--- src/rtl/bcd_scan_counter_if.sv ---
// Control and display bundle for the four-digit BCD counter.
// master drives controls; slave is the counter itself.
interface bcd_scan_counter_if;
  logic        en;
  logic        up;
  logic        clr;
  logic        load;
  logic [15:0] load_val;
  logic [15:0] count;
  logic [3:0]  digit;
  logic [3:0]  an;
  logic        wrap;

  modport master (
    output en, up, clr, load, load_val,
    input  count, digit, an, wrap
  );

  modport slave (
    input  en, up, clr, load, load_val,
    output count, digit, an, wrap
  );
endinterface

--- src/rtl/bcd_scan_counter.sv ---
// Four-digit BCD up/down counter with prescaled stepping
// and a free-running multiplexed 7-segment digit scanner.
module bcd_scan_counter #(
  parameter int CNT_DIV  = 50_000_000,
  parameter int SCAN_DIV = 50_000
) (
  input logic               clk,
  input logic               rst_n,
  bcd_scan_counter_if.slave bus
);

  localparam int PW = (CNT_DIV > 1) ? $clog2(CNT_DIV) : 1;
  localparam int SW = (SCAN_DIV > 1) ? $clog2(SCAN_DIV) : 1;
  localparam logic [PW-1:0] PRE_TOP = PW'(CNT_DIV - 1);
  localparam logic [SW-1:0] SCN_TOP = SW'(SCAN_DIV - 1);

  logic [PW-1:0] pre_q, pre_d;
  logic [SW-1:0] scan_q, scan_d;
  logic [1:0]    slot_q, slot_d;
  logic [15:0]   cnt_q, cnt_d;
  logic          wrap_q, wrap_d;
  logic          step;

  function automatic logic [15:0] bcd_inc(
    input logic [15:0] v
  );
    logic [15:0] r;
    logic        c;
    r = v;
    c = 1'b1;
    for (int i = 0; i < 4; i++) begin
      if (c) begin
        if (v[4*i +: 4] == 4'd9) begin
          r[4*i +: 4] = 4'd0;
        end else begin
          r[4*i +: 4] = v[4*i +: 4] + 4'd1;
          c = 1'b0;
        end
      end
    end
    return r;
  endfunction

  function automatic logic [15:0] bcd_dec(
    input logic [15:0] v
  );
    logic [15:0] r;
    logic        b;
    r = v;
    b = 1'b1;
    for (int i = 0; i < 4; i++) begin
      if (b) begin
        if (v[4*i +: 4] == 4'd0) begin
          r[4*i +: 4] = 4'd9;
        end else begin
          r[4*i +: 4] = v[4*i +: 4] - 4'd1;
          b = 1'b0;
        end
      end
    end
    return r;
  endfunction

  // Out-of-range load nibbles clamp to 9 so count stays legal BCD.
  function automatic logic [15:0] bcd_sat(
    input logic [15:0] v
  );
    logic [15:0] r;
    for (int i = 0; i < 4; i++) begin
      r[4*i +: 4] = (v[4*i +: 4] > 4'd9) ? 4'd9 : v[4*i +: 4];
    end
    return r;
  endfunction

  always_comb begin
    step   = bus.en && (pre_q == PRE_TOP);
    pre_d  = pre_q;
    cnt_d  = cnt_q;
    wrap_d = 1'b0;
    if (bus.clr) begin
      pre_d = '0;
      cnt_d = '0;
    end else if (bus.load) begin
      pre_d = '0;
      cnt_d = bcd_sat(bus.load_val);
    end else begin
      if (bus.en) begin
        pre_d = step ? '0 : pre_q + PW'(1);
      end
      if (step) begin
        if (bus.up) begin
          cnt_d  = bcd_inc(cnt_q);
          wrap_d = (cnt_q == 16'h9999);
        end else begin
          cnt_d  = bcd_dec(cnt_q);
          wrap_d = (cnt_q == 16'h0000);
        end
      end
    end
  end

  always_comb begin
    scan_d = scan_q + SW'(1);
    slot_d = slot_q;
    if (scan_q == SCN_TOP) begin
      scan_d = '0;
      slot_d = slot_q + 2'd1;
    end
  end

  always_ff @(posedge clk or negedge rst_n) begin
    if (!rst_n) begin
      pre_q  <= '0;
      scan_q <= '0;
      slot_q <= '0;
      cnt_q  <= '0;
      wrap_q <= 1'b0;
    end else begin
      pre_q  <= pre_d;
      scan_q <= scan_d;
      slot_q <= slot_d;
      cnt_q  <= cnt_d;
      wrap_q <= wrap_d;
    end
  end

  assign bus.count = cnt_q;
  assign bus.wrap  = wrap_q;
  assign bus.an    = ~(4'b0001 << slot_q);
  assign bus.digit = cnt_q[{slot_q, 2'b00} +: 4];

endmodule

--- src/flat_wrapper.sv ---
// flat-port wrapper written by rule: the top's interface ports become plain ports
module bcd_scan_counter_flat 
#(
  parameter int CNT_DIV  = 50_000_000,
  parameter int SCAN_DIV = 50_000
)
  (clk, rst_n, bus_en, bus_up, bus_clr, bus_load, bus_load_val, bus_count, bus_digit, bus_an, bus_wrap);
  bcd_scan_counter_if bus_i ();
  input logic clk;
  input logic rst_n;
  input wire logic [$bits(bus_i.en)-1:0] bus_en;
  input wire logic [$bits(bus_i.up)-1:0] bus_up;
  input wire logic [$bits(bus_i.clr)-1:0] bus_clr;
  input wire logic [$bits(bus_i.load)-1:0] bus_load;
  input wire logic [$bits(bus_i.load_val)-1:0] bus_load_val;
  output wire logic [$bits(bus_i.count)-1:0] bus_count;
  output wire logic [$bits(bus_i.digit)-1:0] bus_digit;
  output wire logic [$bits(bus_i.an)-1:0] bus_an;
  output wire logic [$bits(bus_i.wrap)-1:0] bus_wrap;
  assign bus_i.en = bus_en;
  assign bus_i.up = bus_up;
  assign bus_i.clr = bus_clr;
  assign bus_i.load = bus_load;
  assign bus_i.load_val = bus_load_val;
  assign bus_count = bus_i.count;
  assign bus_digit = bus_i.digit;
  assign bus_an = bus_i.an;
  assign bus_wrap = bus_i.wrap;
  bcd_scan_counter #(.CNT_DIV(CNT_DIV), .SCAN_DIV(SCAN_DIV)) u_core (.clk(clk), .rst_n(rst_n), .bus(bus_i));
endmodule
--- config.mk ---
export PLATFORM = sky130hd
export DESIGN_NAME = bcd_scan_counter_flat
export DESIGN_NICKNAME = d
export VERILOG_FILES = /design/src/rtl/bcd_scan_counter_if.sv /design/src/rtl/bcd_scan_counter.sv /design/src/flat_wrapper.sv
export SDC_FILE = /design/constraint.sdc
export NUM_CORES = 1
export LEC_CHECK = 0
export ABC_AREA = 1
export BUFFER_PORTS_ARGS = -buffer_cell sky130_fd_sc_hd__buf_2
export CAP_MARGIN = 20
export CORE_AREA = 8 8 104 106
export DETAILED_ROUTE_END_ITERATION = 10
export DIE_AREA = 0 0 112 114
export GPL_ROUTABILITY_DRIVEN = 0
export HOLD_SLACK_MARGIN = 0.15
export PLACE_DENSITY = 0.76
export SYNTH_ARGS = -nofsm -noshare
export SYNTH_HDL_FRONTEND = slang
export SYNTH_SLANG_ARGS = --single-unit
--- constraint.sdc ---
create_clock -name clk -period 2.2 [get_ports clk]
set_input_delay 0.44 -clock clk [delete_from_list [all_inputs] [get_ports clk]]
set_output_delay 0.44 -clock clk [all_outputs]
set_load 0.01 [all_outputs]
* Yosys cells after proc, flatten, opt, wreduce, memory -nomap -nowiden
Index checks and enable logic that the tools add are counted.
Operators by class: mux-type cells 65, shift-type cells 2, multiply operators 0, order comparisons 4, eq/ne operators 10, div/mod/pow operators 0, $add $sub $neg 11, reduce and logical (&&, ||, !) cells 14, bitwise logic cells 1
Operators by type and width (number):
- 2-to-1 mux 26 bit | 4
- 2-to-1 mux 16 bit | 5
- 2-to-1 mux 4 bit | 18
- 2-to-1 mux 1 bit | 38
- == test 16 bit (second input constant) | 2
- adder 26 x 1 -> 26 bit (second input constant) | 1
- == test 26 bit (second input constant) | 1
- adder 16 x 1 -> 16 bit (second input constant) | 1
- adder 4 x 1 -> 4 bit (second input constant) | 4
- == test 4 bit (second input constant) | 4
- greater-than comparator 4 bit (second input constant) | 4
- logical NOT 16 bit | 1
- logical NOT 4 bit | 4
- variable part select 16 x 5 -> 4 bit | 1
- subtractor 4 x 1 -> 4 bit (second input constant) | 4
- != test 4 x 1 -> 1 bit (second input constant) | 3
- nonzero test 4 bit | 3
- AND reduction 3 bit | 3
- nonzero test 3 bit | 2
- NOT 4 bit | 1
- left shift 1 x 2 -> 4 bit (first input constant) | 1
- adder 2 x 1 -> 2 bit (second input constant) | 1
- logical AND 1 bit | 1
Storage, ports and cells: bits in read-only memories 0, memories kept 0, memory bits (writable) 0, bits in registers 61, latch bits 0, output and inout bits 25

* Logic depth before layout (Yosys ltp)
Gate-level depths: netlist (run 1).
word-level depth 21, mapped depth 12, mapped depth without buffers 12

* Least setup slack after synthesis (run 1)
OpenSTA, ideal clock, no wires.
path type register to register, from reg u_core.cnt_q[4] (netlist: u_core.bus.count[4]), to reg u_core.cnt_q[12] (netlist: u_core.bus.count[12]), path slack 0.582 ns, arrival 1.501 ns, setup time 0.117 ns, buffers on the path 0, period minus slack after synthesis 1.618 ns, stages on the path, launching flop included 13, required time 2.083 ns, path through dfrtp_1 -> inv_1 -> ha_1 -> inv_1 -> nor2_1 -> nand3_1 -> nor2_1 -> nand2_1 -> nand3_1 -> nand2_2 -> clkinv_1 -> nand2_1 -> nand2_1
On the way: longest elaborated chain between the ends 14, elaborated cells between the ends (all ways) 27
Ends and longest elaborated chain:
- from (decl) | line bcd_scan_counter.sv:20 | logic [15:0] cnt_q, cnt_d;
- from (signal assigned) | line bcd_scan_counter.sv:122 | cnt_q <= cnt_d;
- == test 4 bit / logical NOT 4 bit (equally long branches) | line bcd_scan_counter.sv:33, bcd_scan_counter.sv:53
- 2-to-1 mux 1 bit (on tied branches) | line bcd_scan_counter.sv:33, bcd_scan_counter.sv:53
- 2-to-1 mux 1 bit (on tied branches) | line bcd_scan_counter.sv:32, bcd_scan_counter.sv:52
- 2-to-1 mux 1 bit | line bcd_scan_counter.sv:91 | if (bus.up) begin
- 2-to-1 mux 1 bit | line bcd_scan_counter.sv:90 | if (step) begin
- 2-to-1 mux 1 bit | line bcd_scan_counter.sv:83 | end else if (bus.load) begin
- 2-to-1 mux 1 bit | line bcd_scan_counter.sv:80 | if (bus.clr) begin
- 2-to-1 mux 1 bit (on tied branches) | line bcd_scan_counter.sv:32, bcd_scan_counter.sv:52
- 2-to-1 mux 1 bit | line bcd_scan_counter.sv:91
- 2-to-1 mux 1 bit | line bcd_scan_counter.sv:90
- 2-to-1 mux 1 bit | line bcd_scan_counter.sv:83
- 2-to-1 mux 1 bit | line bcd_scan_counter.sv:80
- != test 4 x 1 -> 1 bit (no source line) / nonzero test 4 bit (equally long branches)
- AND reduction 3 bit (no source line) *
Mark *: on every way between the ends. The rest lies on a longest branch, timed or not. The select of a mux whose other input is x is not followed. A chain may end at the register's enable or synchronous reset.

* Final worst setup path (run 1)
from reg u_core.slot_q[0], to out bus_digit[2]
On the way: longest elaborated chain between the ends 1
Ends and longest elaborated chain:
- from (decl) | line bcd_scan_counter.sv:19 | logic [1:0] slot_q, slot_d;
- from (signal assigned) | line bcd_scan_counter.sv:121 | slot_q <= slot_d;
- variable part select 16 x 5 -> 4 bit | line bcd_scan_counter.sv:130 | assign bus.digit = cnt_q[{slot_q, 2'b00} +: 4];
- to (decl) | line flat_wrapper.sv:17 | output wire logic [$bits(bus_i.digit)-1:0] bus_digit;
No other way between the ends.

==> metrics list, run 1 <==
- Crit path arrival time: 1.64 ns
* Count of buffers from port buffering: 46
- Dividing the detail-routed via count by the number of cells gives 5.476.
* Number of detailed-routing iterations run before antenna repair: 5
- The flow ran to the end, and the final reports show no timing, DRC or antenna violations.
* Master cell of the clock root buffer: clkbuf_8
* Total die area: 0.01277 mm2
- Count of distinct cell types in the synthesized netlist: 39
* Fmax achieved: 0.4803 GHz
* Mux contribution to synthesized area: 0.2230%
- Global-route wire length before repair: 19.69 mm
- Total of max-cap violations: 0
* WL/cell: 14.17 um
- Area Overhead vs Synth: 12.71%
- In this run the worst hold path is classified as primary input to flip-flop.
- Switching part of the total: 30.97%
* Count of pins on the block boundary: 47
* Relative contribution of sequential cells to total power: 44.7%
- The share of synthesized area in the top cell type comes to 34.00%.
- For this run, asynchronously set or reset flops after synthesis account for 100.0%.
- Number of H-tree levels: 3
- Count of endpoints failing setup in the final report: 0
* Starting utilization of the core area: 49.29%
- In this run the power spent charging and discharging nets is 0.8610 mW.
* Design internal power: 1.919 mW
- Via count of the first global-routing pass: 4405
* Required time reported for the critical path endpoint: 1.76 ns
* Clock-pin slew on the worst setup and hold paths: 0.06 ns
- After the first detailed-routing iteration, the DRC count stood at 262.
- Top area cells in the synthesized netlist: dfrtp_1 (34%), nand2_1 (15%), nand3_1 (7.4%), nor2_1 (6.9%), inv_1 (6.6%)
* Part of the power in the clock network: 36.8%
- Post-route DRC violation count: 0
- Number of nets still failing antenna checks after routing: 0
- The cell count after synthesis came out at 668.
- Counting flops with a built-in enable in the synthesized netlist gives 0.
* End-of-flow core utilization: 55.55%
- The critical path is of the flip-flop to primary output type.
- Initial antenna violation count: 0
- Startpoint type of the worst setup path: flip-flop
* # clock sinks: 61
* Library cell occupying the most area in the post-synthesis netlist: dfrtp_1
- TritonCTS buffer count: 9
* Worst IR drop on VDD: 0.0003503 V
- Post-Route WL: 11.82 mm
- Final Hold Vio Count: 0
- Summing over every cut layer, the via total after detailed routing is 4567.
- HPWL after DPL: 8.748 mm
- Number of nets in the synthesized netlist: 709
* Time the worst path needs with I/O delays and setup: 2.082 ns
- Synthesized area per cell: 6.721 um2
* Flip-flop and latch count after synthesis: 61
- Combinational logic is responsible for 18.5% of the overall power.
- Dominant synthesized flop cell: dfrtp_1
* Leakage: 2.476 nW
- At the pin with the least slew margin, the transition time is 0.5407 ns.
- Portion of the clock cycle consumed by the worst path in the final layout: 94.64%
- Of the total synthesized cell area, the portion taken by XOR and XNOR cells is 3.512%.
- The Yosys step of the flow raised 0 warnings.
* Synthesized area: 0.004489 mm2
- Pin count of the biggest net entering global routing: 62
- Placed Cells incl. Taps: 816
* Power density cells: 549.5 mW/mm2
- Compound-gate portion of the synthesized area: 9.810%
* Share of synthesized cell area in and, or, nand and nor gates: 38.18%
* Inserted Diodes: 0
- CTS tree: yes
* Setup repair after global routing missed its margin: false
- Non-filler cells, final: 834
* Slew margin rel.: 63.92%
* Layout net count: 760
* Endpoint type of the worst setup path: primary output
- From left edge to right edge, the die measures 112 um.
- The finished cells cover 0.005060 mm2.
- The die is 114 um tall.
- Summing all placed instances gives a cell area of 0.004831 mm2.
* Adder and majority cell fraction of the synthesized area: 5.295%
- After routing, the total negative slack on setup checks comes to 0 ns.
* Cell row count: 35
- Ratio of cells with drive above 1 in the final layout: 12.86%
- Global-route congestion overflow total: 0
* Dominant combinational cell family by area after synthesis: simple AND/OR/NAND/NOR gates
- On the final layout, the worst clock skew is 0.01081 ns.
- In the global route stage, overall resource usage came out at 18.74%.
- Max clock buf depth: 2
- Core area: 0.009109 mm2
- Sequential share of the synthesized area: 34.00%
- Of all nets on the critical path, the largest fanout is 11.
* Pins over their slew limit: 0
* Insertion delay of the later-clocked pin in the worst-skew pair: 0.35 ns
## area by class of cell
class / instances / area [um2]
clock inverter: 4 / 47.55
tap: 111 / 138.9
inverter: 86 / 329.1
fill: 890 / 4049
clock buffer: 11 / 151.4
timing repair buffer: 54 / 305.3
multi-input combinational: 507 / 2560
sequential: 61 / 1528
## power groups by stage
| stage | combinational [mW] | sequential [mW] | clock (mW) |
|---|---|---|---|
| floorplan | 0.349 | 1.24 | 0 |
| global placement | 0.498 | 1.26 | 0 |
| detailed placement | 0.514 | 1.26 | 0 |
| CTS | 0.517 | 1.24 | 1.05 |
| global route | 0.590 | 1.25 | 1.08 |
| finish | 0.514 | 1.24 | 1.02 |
## registers in the layout, indices dropped and copies added, names as in the netlist
| register | cells |
|---|---|
| u_core.slot_q | 2 |
| u_core.pre_q | 26 |
| u_core.scan_q | 16 |
| u_core.bus.count | 16 |
| u_core.bus.wrap | 1 |
## metrics by stage
stage          setup WS, ns  hold WS (ns)  total power [mW]
4_1_cts             0.01781        0.4466             2.806
5_1_grt             0.01004        0.4759             2.922
2_1_floorplan        0.5825        0.1444             1.588
3_5_place_dp         0.3612        0.4536             1.775
6_report             0.1179        0.4525             2.780
3_3_place_gp         0.4186        0.4484             1.758
## cell usage after synthesis (3+ instances only)
master,number
dfrtp_1,61
o22ai_1,3
nor4_1,3
nor3_1,11
clkinv_1,3
buf_2,4
nor2_2,4
nand2_2,4
inv_2,3
o21ai_1,6
a31oi_1,3
xor2_1,17
ha_1,19
nand3b_1,3
nand4_1,14
o211ai_1,5
nand3_1,66
inv_1,79
nand2_1,185
nor2_4,5
nor2_1,83
a21oi_1,32
clkbuf_1,6
o21ai_0,29
## cell families (layout without fill, tap and decap cells)
kind of cell             after synthesis  count (layout)
AND/OR/NAND/NOR                      387             387
AO/OA/AOI/OAI                         82              82
XOR/XNOR                              18              18
adder cells (fa/ha/maj)               19              19
buffers and inverters                100             155
flip-flops                            61              61
multiplexers                           1               1
## layer usage
layer / vias to the layer above / wire, um / GRT usage (%) / part of all wire [%]
met1: 2130 / 5076 / 21.49 / 43
li1: 2246 / - / - / -
met4: 0 / 335 / 9.173 / 2.8
met2: 164 / 5637 / 32.27 / 48
met3: 27 / 770 / 4.490 / 6.5
met5: - / 0 / 0 / 0
## critical path, stage by stage (launching register included)
cell and delay [ns]:
dfrtp_2 0.47, clkinvlp_4 0.21, o21ai_0 0.21, a21oi_1 0.08, a21oi_1 0.16, buf_2 0.16
## worst paths after layout
check,startpoint,endpoint,slack (ns),cells past startpoint
max,u_core.slot_q[0],bus_digit[2],0.12,5
max reg2reg,u_core.bus.count[4],u_core.bus.count[12],0.29,12
min,bus_load_val[9],u_core.bus.count[9],0.45,5
min in group asynchronous,rst_n,u_core.pre_q[19],0.64,3
min reg2reg,u_core.scan_q[0],u_core.scan_q[0],0.46,1
max in group asynchronous,rst_n,u_core.slot_q[0],1.26,3
## repair_timing
action	4_1_cts	5_1_grt
hold buffers	1	0
hold endpoints to repair	61	0
buffers inserted	0	2
gates resized for setup	0	2
endpoints found under the setup margin	0	4
## placed cells by master (no fill, tap or decap), types with 4 or more instances in the layout
master	count
a21oi_1	32
buf_2	46
buf_4	6
clkbuf_8	11
dfrtp_1	60
ha_1	19
inv_1	78
nand2_1	185
nand2_2	4
nand3_1	66
nand4_1	14
nor2_1	83
nor2_2	4
nor2_4	5
nor3_1	11
o211ai_1	5
o21ai_0	29
o21ai_1	6
xor2_1	17
(Power assumes the default switching activity.)
==> run 2: changes to the inputs <==
==> constraint.sdc (replaced) <==
create_clock -name clk -period 2.2 [get_ports clk]
set_input_delay 0 -clock clk [delete_from_list [all_inputs] [get_ports clk]]
set_output_delay 0 -clock clk [all_outputs]
set_load 0.01 [all_outputs]
==> metrics list, run 2 (same netlist as run 1, synthesis figures left out) <==
- Run status: complete, no violations (unchanged)
* Inserted Diodes: 0 (unchanged)
- Worst IR drop on VDD: 0.0003417 V (was 0.0003503 V)
* Fmax achieved: 0.5074 GHz (was 0.4803 GHz)
- The minimum clock period after layout is 1.971 ns (was 2.082 ns).
- Die outline height: 114 um (unchanged)
- Horizontal die dimension: 112 um (unchanged)
- The critical path capture point type was a flip-flop (was primary output).
* Final Hold Vio Count: 0 (unchanged)
- The path category of the worst min-delay check was primary input to flip-flop (unchanged).
- The fraction of layout instances using a drive strength above 1 was 11.35% (was 12.86%).
- The post-route clock skew is 0.009928 ns (was 0.01081 ns).
* Number of filler instances in the final layout: 866 (was 890)
- The part of the cycle the worst path needs was 89.58% (was 94.64%).
* Global-route congestion overflow total: 0 (unchanged)
- Via count: 4576 (was 4567)
- Area taken by flip-flops and latches: 0.001526 mm2 (was 0.001528 mm2)
- Number of flip-flops in the largest register: 26 (unchanged)
* Register ranked first by flip-flop count: u_core.pre_q (unchanged)
* Worst setup path category: flip-flop to flip-flop (was flip-flop to primary output)
- DR iter-0 viols: 246 (was 262)
* Pins over their slew limit: 0 (unchanged)
- The worst slew margin relative to its limit came to 47.36% (was 63.92%).
- The final net count was 778 (was 760).
* Number of gates resized after CTS: 0 (unchanged)
* HPWL after DPL: 8.489 mm (was 8.748 mm)
- Crit path arrival time: 2.25 ns (was 1.64 ns)
- Clock-pin slew on the worst setup and hold paths: 0.06 ns (about the same)
- Via count of the first global-routing pass: 4475 (was 4405)
- The total routing usage reported by global routing came to 19.30% (was 18.74%).
- The initial core utilization came to 49.29% (unchanged).
- The actual transition at the worst max-transition pin came to 0.7896 ns (was 0.5407 ns).
- # clock sinks: 61 (unchanged)
- Startpoint type of the worst setup path: flip-flop (unchanged)
- The max-cap violation count came to 0 (unchanged).
- Core area: 0.009109 mm2 (unchanged)
- The number of antenna violations at the first check in global routing came to 0 (unchanged).
* Number of detailed-routing iterations run before antenna repair: 5 (unchanged)
- The worst-skew pair later-pin latency was 0.34 ns (was 0.35 ns).
* Global-route wire length before repair: 20.46 mm (was 19.69 mm)
- The CTS tree was yes (unchanged).
* Highest fanout seen on the critical path: 7 (was 11)
- Top library cells by usage in the layout, fill and taps aside: nand2_1 (185), nor2_1 (83), inv_1 (79) (was nand2_1 (185), nor2_1 (83), inv_1 (78)).
- Max clock buf depth: 2 (unchanged)
- Number of nets still failing antenna checks after routing: 0 (unchanged)
* Postcts setup bufs: 0 (unchanged)
* Area of the multi-input gates: 0.002560 mm2 (unchanged)
- The worst hold slack after final layout came to 0.1952 ns (was 0.4525 ns).
- Power density cells: 537.3 mW/mm2 (was 549.5 mW/mm2)
* Most frequent standard cell in the layout excluding fill and tap cells: nand2_1 (unchanged)
* Post-placement cell area: 0.004796 mm2 (was 0.004831 mm2)
- The H-tree depth came to 3 (unchanged).
- The number of vias per cell after detailed routing was 5.377 (was 5.476).
* Post-route DRC violation count: 0 (unchanged)
- Area Overhead vs Synth: 16.61% (was 12.71%)
* Total die area: 0.01277 mm2 (unchanged)
- Hold-fix buffers, CTS: 24 (was 1)
- Setup repair after global routing missed its margin: false (unchanged).
- Count of endpoints failing setup in the final report: 0 (unchanged)
- The leakage power figure is 2.531 nW (was 2.476 nW).
- Finished Cell Area: 0.005235 mm2 (was 0.005060 mm2)
* Cell row count: 35 (unchanged)
- Count of pins on the block boundary: 47 (unchanged)
- Non-filler cells, final: 851 (was 834)
- Required time reported for the critical path endpoint: 2.48 ns (was 1.76 ns)
- Placed Cells incl. Taps: 813 (was 816)
- The routed wire length is 11.90 mm (was 11.82 mm).
- The largest net degree at the start of global routing came to 62 (unchanged).
- The summed negative setup slack over all endpoints came to 0 ns (unchanged).
- Master cell of the clock root buffer: clkbuf_8 (unchanged)
- WL/cell: 13.98 um (was 14.17 um)
* TritonCTS buffer count: 9 (unchanged)
- The total of buffers placed on input and output ports came to 46 (unchanged).
==> run 2: final timing paths <==
| kind | start | to | slack [ns] | cells after the start |
|---|---|---|---|---|
| min in group asynchronous | rst_n | u_core.pre_q[18] | 0.36 | 3 |
| min reg2reg | u_core.scan_q[0] | u_core.scan_q[0] | 0.47 | 1 |
| min | bus_load | u_core.bus.count[11] | 0.20 | 4 |
| max in group asynchronous | rst_n | u_core.pre_q[6] | 1.31 | 3 |
| max | u_core.bus.count[4] | u_core.bus.count[12] | 0.23 | 12 |
| max reg2reg | u_core.bus.count[4] | u_core.bus.count[12] | 0.23 | 12 |
==> run 2: per-layer routing <==
metal  vias up  track usage [%]  wire length, um
li1       2282                -                -
met1      2102            23.37             5137
met2       167            32.75             5754
met3        25            3.962              765
met4         0            8.183              238
met5         -                0                0
==> run 2: area by class of cell <==
cell class,count,share of cell area [%]
multi-input combinational,507,48.90
sequential,61,29.16
timing repair buffer,72,9.273
inverter,86,6.214
clock buffer,13,3.227
tap,111,2.653
clock inverter,1,0.5736
==> run 2: report_power, final <==
part | internal [mW] | switching (mW) | leakage [nW] | total (mW)
sequential | 1.16 | 0.0891 | 0.823 | 1.25
clock | 0.604 | 0.418 | 0.102 | 1.02
combinational | 0.209 | 0.336 | 1.61 | 0.545
==> run 2: through the flow <==
| step | worst slack, ns | util [%] | total power [mW] |
|---|---|---|---|
| after global routing | 0.01897 | 57.47 | 2.963 |
| after global placement | 0.3621 | 52.65 | 1.751 |
| final | 0.2292 | 57.47 | 2.813 |
| after floorplan | 0.5825 | - | 1.588 |
| after detailed placement | 0.3204 | 52.65 | 1.768 |
| after CTS | 0.2805 | 57.47 | 2.822 |
==> run 2: critical path: stages (launching register included) <==
cell and delay, ns:
dfrtp_1 0.47, inv_1 0.17, ha_1 0.19, inv_1 0.07
nor2_1 0.13, nand3_1 0.15, nor2_1 0.20, nand2_1 0.10
nand3_1 0.10, nand2_2 0.10, clkinv_1 0.10, nand2_1 0.06
nand2_1 0.06
